**config.mk**
```make
export PLATFORM = sky130hd
export DESIGN_NAME = seq_loop_engine_flat
export DESIGN_NICKNAME = d
export VERILOG_FILES = /design/src/rtl/seq_loop_engine_if.sv /design/src/rtl/seq_loop_engine.sv /design/src/flat_wrapper.sv
export SDC_FILE = /design/constraint.sdc
export NUM_CORES = 1
export LEC_CHECK = 0
export CAP_MARGIN = 20
export CORE_AREA = 3 3 81 83
export DETAILED_ROUTE_END_ITERATION = 8
export DIE_AREA = 0 0 84 86
export PLACE_DENSITY_LB_ADDON = 0.15
export SLEW_MARGIN = 20
export SYNTH_ARGS = -nofsm -noshare
export SYNTH_HDL_FRONTEND = slang
export SYNTH_SLANG_ARGS = --single-unit
```
**constraint.sdc**
```tcl
create_clock -name clk -period 2 [get_ports clk]
set_input_delay 0.5 -clock clk [delete_from_list [all_inputs] [get_ports clk]]
set_output_delay 0.5 -clock clk [all_outputs]
set_load 0.005 [all_outputs]
```
**src/rtl/seq_loop_engine_if.sv**
```systemverilog
// Handshake and result bundle for seq_loop_engine; master drives the control
// side, slave is the loop engine itself.
interface seq_loop_engine_if #(
    parameter int DATA_W   = 8,
    parameter int SEQ_LEN  = 3,
    parameter int ITER_W   = 8,
    parameter int CHANNELS = 2
);
    logic                         start;
    logic [ITER_W-1:0]            iter_cnt;
    logic [CHANNELS*DATA_W-1:0]   step;
    logic                         hold;
    logic                         abort;
    logic                         busy;
    logic                         done;
    logic [CHANNELS*DATA_W-1:0]   acc;
    logic [ITER_W-1:0]            iter;
    logic [SEQ_LEN-1:0]           seq_state;
    logic [CHANNELS-1:0]          ovf;

    modport master (
        output start, iter_cnt, step, hold, abort,
        input  busy, done, acc, iter, seq_state, ovf
    );

    modport slave (
        input  start, iter_cnt, step, hold, abort,
        output busy, done, acc, iter, seq_state, ovf
    );
endinterface

```
**src/rtl/seq_loop_engine.sv**
```systemverilog
// Counted-loop sequencer: ITER passes over a SEQ_LEN one-hot chain, adding a
// latched per-channel step to each accumulator at the end of every pass.
module seq_loop_engine #(
    parameter int DATA_W   = 8,
    parameter int SEQ_LEN  = 3,
    parameter int ITER_W   = 8,
    parameter int CHANNELS = 2,
    parameter int SATURATE = 0
) (
    input logic clk,
    input logic rst,
    seq_loop_engine_if.slave bus
);
    localparam logic [1:0] S_IDLE = 2'd0;
    localparam logic [1:0] S_RUN  = 2'd1;
    localparam logic [1:0] S_DONE = 2'd2;

    logic [1:0]                 state;
    logic [SEQ_LEN-1:0]         seq_q;
    logic [ITER_W-1:0]          iter_q;
    logic [ITER_W-1:0]          count_q;
    logic [CHANNELS*DATA_W-1:0] step_q;
    logic [CHANNELS*DATA_W-1:0] acc_q;
    logic [CHANNELS-1:0]        ovf_q;

    logic [CHANNELS*DATA_W-1:0] acc_nxt;
    logic [CHANNELS-1:0]        ovf_nxt;
    logic [DATA_W:0]            sum;
    logic [ITER_W-1:0]          iter_inc;
    logic                       last;

    assign last     = seq_q[SEQ_LEN-1];
    assign iter_inc = iter_q + ITER_W'(1);

    // Carry out of the widened sum drives both the sticky flag and the clamp.
    always_comb begin
        acc_nxt = acc_q;
        ovf_nxt = ovf_q;
        sum     = '0;
        for (int unsigned c = 0; c < CHANNELS; c++) begin
            sum = {1'b0, acc_q[c*DATA_W +: DATA_W]} + {1'b0, step_q[c*DATA_W +: DATA_W]};
            if (sum[DATA_W]) begin
                ovf_nxt[c] = 1'b1;
            end
            if (SATURATE != 0 && sum[DATA_W]) begin
                acc_nxt[c*DATA_W +: DATA_W] = '1;
            end else begin
                acc_nxt[c*DATA_W +: DATA_W] = sum[DATA_W-1:0];
            end
        end
    end

    always_ff @(posedge clk) begin
        if (rst) begin
            state   <= S_IDLE;
            seq_q   <= '0;
            iter_q  <= '0;
            count_q <= '0;
            step_q  <= '0;
            acc_q   <= '0;
            ovf_q   <= '0;
        end else begin
            case (state)
                S_IDLE: begin
                    if (bus.start) begin
                        count_q <= bus.iter_cnt;
                        step_q  <= bus.step;
                        acc_q   <= '0;
                        iter_q  <= '0;
                        ovf_q   <= '0;
                        if (bus.iter_cnt != '0) begin
                            state <= S_RUN;
                            seq_q <= SEQ_LEN'(1);
                        end else begin
                            state <= S_DONE;
                        end
                    end
                end
                S_RUN: begin
                    // Abort outranks hold and discards any add due this edge.
                    if (bus.abort) begin
                        state <= S_IDLE;
                        seq_q <= '0;
                    end else if (!bus.hold) begin
                        if (last) begin
                            acc_q  <= acc_nxt;
                            ovf_q  <= ovf_nxt;
                            iter_q <= iter_inc;
                            if (iter_inc == count_q) begin
                                state <= S_DONE;
                                seq_q <= '0;
                            end else begin
                                seq_q <= SEQ_LEN'(1);
                            end
                        end else begin
                            seq_q <= seq_q << 1;
                        end
                    end
                end
                S_DONE:  state <= S_IDLE;
                default: state <= S_IDLE;
            endcase
        end
    end

    assign bus.busy      = (state == S_RUN);
    assign bus.done      = (state == S_DONE);
    assign bus.acc       = acc_q;
    assign bus.iter      = iter_q;
    assign bus.seq_state = seq_q;
    assign bus.ovf       = ovf_q;
endmodule

```
**src/flat_wrapper.sv**
```systemverilog
// flat-port wrapper written by rule: the top's interface ports become plain ports
module seq_loop_engine_flat 
#(
    parameter int DATA_W   = 8,
    parameter int SEQ_LEN  = 3,
    parameter int ITER_W   = 8,
    parameter int CHANNELS = 2,
    parameter int SATURATE = 0
)
  (clk, rst, bus_start, bus_iter_cnt, bus_step, bus_hold, bus_abort, bus_busy, bus_done, bus_acc, bus_iter, bus_seq_state, bus_ovf);
  seq_loop_engine_if #(.DATA_W(DATA_W), .SEQ_LEN(SEQ_LEN), .ITER_W(ITER_W), .CHANNELS(CHANNELS)) bus_i ();
  input logic clk;
  input logic rst;
  input wire logic [$bits(bus_i.start)-1:0] bus_start;
  input wire logic [$bits(bus_i.iter_cnt)-1:0] bus_iter_cnt;
  input wire logic [$bits(bus_i.step)-1:0] bus_step;
  input wire logic [$bits(bus_i.hold)-1:0] bus_hold;
  input wire logic [$bits(bus_i.abort)-1:0] bus_abort;
  output wire logic [$bits(bus_i.busy)-1:0] bus_busy;
  output wire logic [$bits(bus_i.done)-1:0] bus_done;
  output wire logic [$bits(bus_i.acc)-1:0] bus_acc;
  output wire logic [$bits(bus_i.iter)-1:0] bus_iter;
  output wire logic [$bits(bus_i.seq_state)-1:0] bus_seq_state;
  output wire logic [$bits(bus_i.ovf)-1:0] bus_ovf;
  assign bus_i.start = bus_start;
  assign bus_i.iter_cnt = bus_iter_cnt;
  assign bus_i.step = bus_step;
  assign bus_i.hold = bus_hold;
  assign bus_i.abort = bus_abort;
  assign bus_busy = bus_i.busy;
  assign bus_done = bus_i.done;
  assign bus_acc = bus_i.acc;
  assign bus_iter = bus_i.iter;
  assign bus_seq_state = bus_i.seq_state;
  assign bus_ovf = bus_i.ovf;
  seq_loop_engine #(.DATA_W(DATA_W), .SEQ_LEN(SEQ_LEN), .ITER_W(ITER_W), .CHANNELS(CHANNELS), .SATURATE(SATURATE)) u_core (.clk(clk), .rst(rst), .bus(bus_i));
endmodule
```
==> results.json <==
{
  "finalHoldViolCount": 0,
  "rr_worst_depth": 7,
  "power_uw": 2113,
  "end_kind": "output pin",
  "cts.sinks": 55,
  "fin_crit_sh": 0.9545,
  "synth_cells": 369,
  "yosys_warnings": 0,
  "synth_edf_count": 0,
  "synth-seq-area-share": 0.3713,
  "multi_input_area_um2": 1792,
  "synth.distinct_cells": 54,
  "clkTransAtPathRegs_ps": 100,
  "max_freq_ghz": 0.5238,
  "areaGrowthSynthToFinish_pct": 32.66,
  "crit_fanout": 8,
  "track_usage": 0.1974,
  "grt_max_degree": 25,
  "drv_cap": 0,
  "fin_crit_ps": 1909,
  "hpwl_mm": 5.154,
  "portBuffers": 59,
  "ctsLongestPathBuffers": 2,
  "yosysTopAreaCell": "dfxtp_1",
  "synth_area_leaders": "dfxtp_1, nand2_1, a21oi_1, ha_1, nor2_1",
  "pin_count": 60,
  "dp.cells": 513,
  "drive_gt1_frac": 0.1611,
  "htreeDepth": 2,
  "synth_area_um2": 2965,
  "coreArea_um2": 5921,
  "drc": 0,
  "first_global_vias": 2677,
  "grt_pass1_wl_mm": 11.83,
  "layoutNonFillerInstCount": 522,
  "r2r_start": "u_core.bus.iter[0]",
  "skew_ps": 6.858,
  "synth_common_cells": "nand2_1, dfxtp_1, a21oi_1",
  "via_per_inst": 5.385,
  "grt_antenna_before_repair": 0,
  "overflow": 0,
  "synth_top_area_frac": 0.3713,
  "std_cell_rows": 28,
  "drt_iter0_drc": 78,
  "r2r_setup_slack_ps": 130,
  "min_from": "u_core.step_q[12]",
  "tightest_slew_ps": 408.3,
  "cts_hold_buf": 0,
  "start_util": 0.5008,
  "seq_area_um2": 1111,
  "postSynthAreaPerCell_um2": 8.036,
  "start_kind": "flop",
  "hold_end": "u_core.step_q[12]",
  "yosysMostFrequentCell": "nand2_1",
  "worstSetupPathType": "reg -> out",
  "irDropWorstVdd_v": 0.0003776,
  "synthesis.nets": 417,
  "required_ps": 1500,
  "ys_ff_latch": 55,
  "fp.dieW_um": 84,
  "power_density_nw_per_um2": 537.2,
  "num_antenna_cells": 0,
  "min_path_type": "reg -> reg",
  "clk_latency_ps": 310,
  "status": "completed",
  "dieArea_um2": 7224,
  "drt_wl_total_mm": 6.970,
  "die_h_um": 86,
  "cts_tree": "done",
  "nFillCells": 537,
  "postRouteAntennaNets": 0,
  "max_slew_margin": 0.7268,
  "r2r-end": "u_core.state[0]",
  "root_buffer": "clkbuf_8",
  "power.leakage_uw": 0.001523,
  "firstDrtPassIters": 4,
  "place_congestion": 0.8847,
  "worst_ep_arrival_time_ps": 1410,
  "postSynth.asyncResetShare": 0,
  "wl_per_cell_um": 13.35,
  "vias": 2811,
  "nets": 494,
  "cts_made_buffers": 5,
  "setup_viol": 0,
  "drv_slew": 0,
  "ys.flop_type": "dfxtp_1",
  "hold_depth": 2
}
-- sequential cells by signal, summed over array words and instances (netlist names) --
signal                cells
u_core.bus.ovf            2
u_core.step_q            16
u_core.bus.seq_state      3
u_core.bus.acc           16
u_core.state              2
u_core.bus.iter           8
u_core.count_q            8
-- worst max-delay path by stage --
| stage | cells past startpoint | to | from |
|---|---|---|---|
| 6_report | 3 | bus_busy | u_core.state[1] |
| 5_1_grt | 9 | u_core.bus.acc[6] | u_core.bus.acc[0] |
| 4_1_cts | 9 | u_core.bus.acc[6] | u_core.step_q[0] |
| 3_5_place_dp | 7 | u_core.bus.acc[2] | bus_abort |
| 3_3_place_gp | 7 | u_core.bus.acc[2] | bus_abort |
| 2_1_floorplan | 7 | u_core.state[0] | u_core.bus.iter[0] |
-- cell usage in the layout (no fill, tap or decap), types with 2 or more instances in the layout --
cell type         n
a211oi_1          5
a21o_1            3
a21oi_1          43
a21oi_2           2
a22o_1            6
a22oi_1           5
a32oi_1           2
and2_1            2
and3_2            2
buf_4            31
clkbuf_8          5
clkdlybuf4s50_1  58
dfxtp_1          49
dfxtp_2           5
ha_1             15
ha_2              2
inv_1             9
nand2_1          61
nand2b_1          4
nand3_1           4
nand3_2           2
nand4b_1          2
nor2_1           39
nor2b_1           4
nor2b_2           2
nor3_1            9
nor3_2            2
nor4_1            8
o2111ai_1         2
o21a_1            2
o21ai_0          11
o21ai_1           2
o21ai_2           2
o311a_1           2
or3_1             2
xnor2_1          10
xor2_1            3
-- timing repair --
item                                    CTS  global route
pin swaps                                 0             6
buffers inserted                          0             1
resized for setup                         1            25
endpoints found under the setup margin    1            14
-- stage by stage --
step                      setup TNS (ps)  hold slack, ps    util  instance area [um2]  setup WS (ps)
after floorplan                        0           440.0       -                 2965          137.0
after global placement             -3169           448.3  0.6369                 3771         -243.6
after detailed placement           -3676           454.1  0.6369                 3771         -294.2
after CTS                              0           466.8  0.6515                 3857          1.535
after global routing              -5.725           490.3  0.6644                 3934         -5.725
final                                  0           464.1  0.6644                 3934          91.03
-- logic make-up after synthesis --
| group | Yosys count | synth area share |
|---|---|---|
| simple gates | 156 | 0.2494 |
| compound gates | 95 | 0.2021 |
| flops | 55 | 0.3713 |
| buf+inv | 29 | 0.04472 |
| fa+ha+maj | 19 | 0.08523 |
| xor+xnor | 14 | 0.04388 |
| mux | 1 | 0.003376 |
-- area by class of cell --
cell class,instances,area share
Tap cell,75,0.02385
Clock inverter,2,0.003181
Multi-Input combinational cell,285,0.4555
Sequential cell,55,0.2824
Inverter,9,0.008588
Timing Repair Buffer,90,0.2080
Clock buffer,6,0.01845
-- critical path, cell delays in order, from the launching register on --
cell and delay [ps]:
dfxtp_2 360, nand2b_1 160, inv_1 70, clkdlybuf4s50_1 510
-- where the power goes --
group	internal [uW]	leakage [uW]	switching, uW	total, uW
sequential	1130	0.000451	31.3	1160
clock	246	0.0000412	371	617
combinational	170	0.00103	162	332
total	1550	0.00152	564	2110
-- per-layer routing --
| layer | wire length (um) | global-route usage | vias to the layer above |
|---|---|---|---|
| met1 | 3273 | 0.2506 | 1290 |
| met2 | 3268 | 0.3348 | 59 |
| met4 | 191 | 0.08772 | 0 |
| met5 | 0 | 0 | - |
| met3 | 237 | 0.02786 | 17 |
| li1 | - | - | 1445 |
No activity file was read; power rests on OpenSTA's default activity.
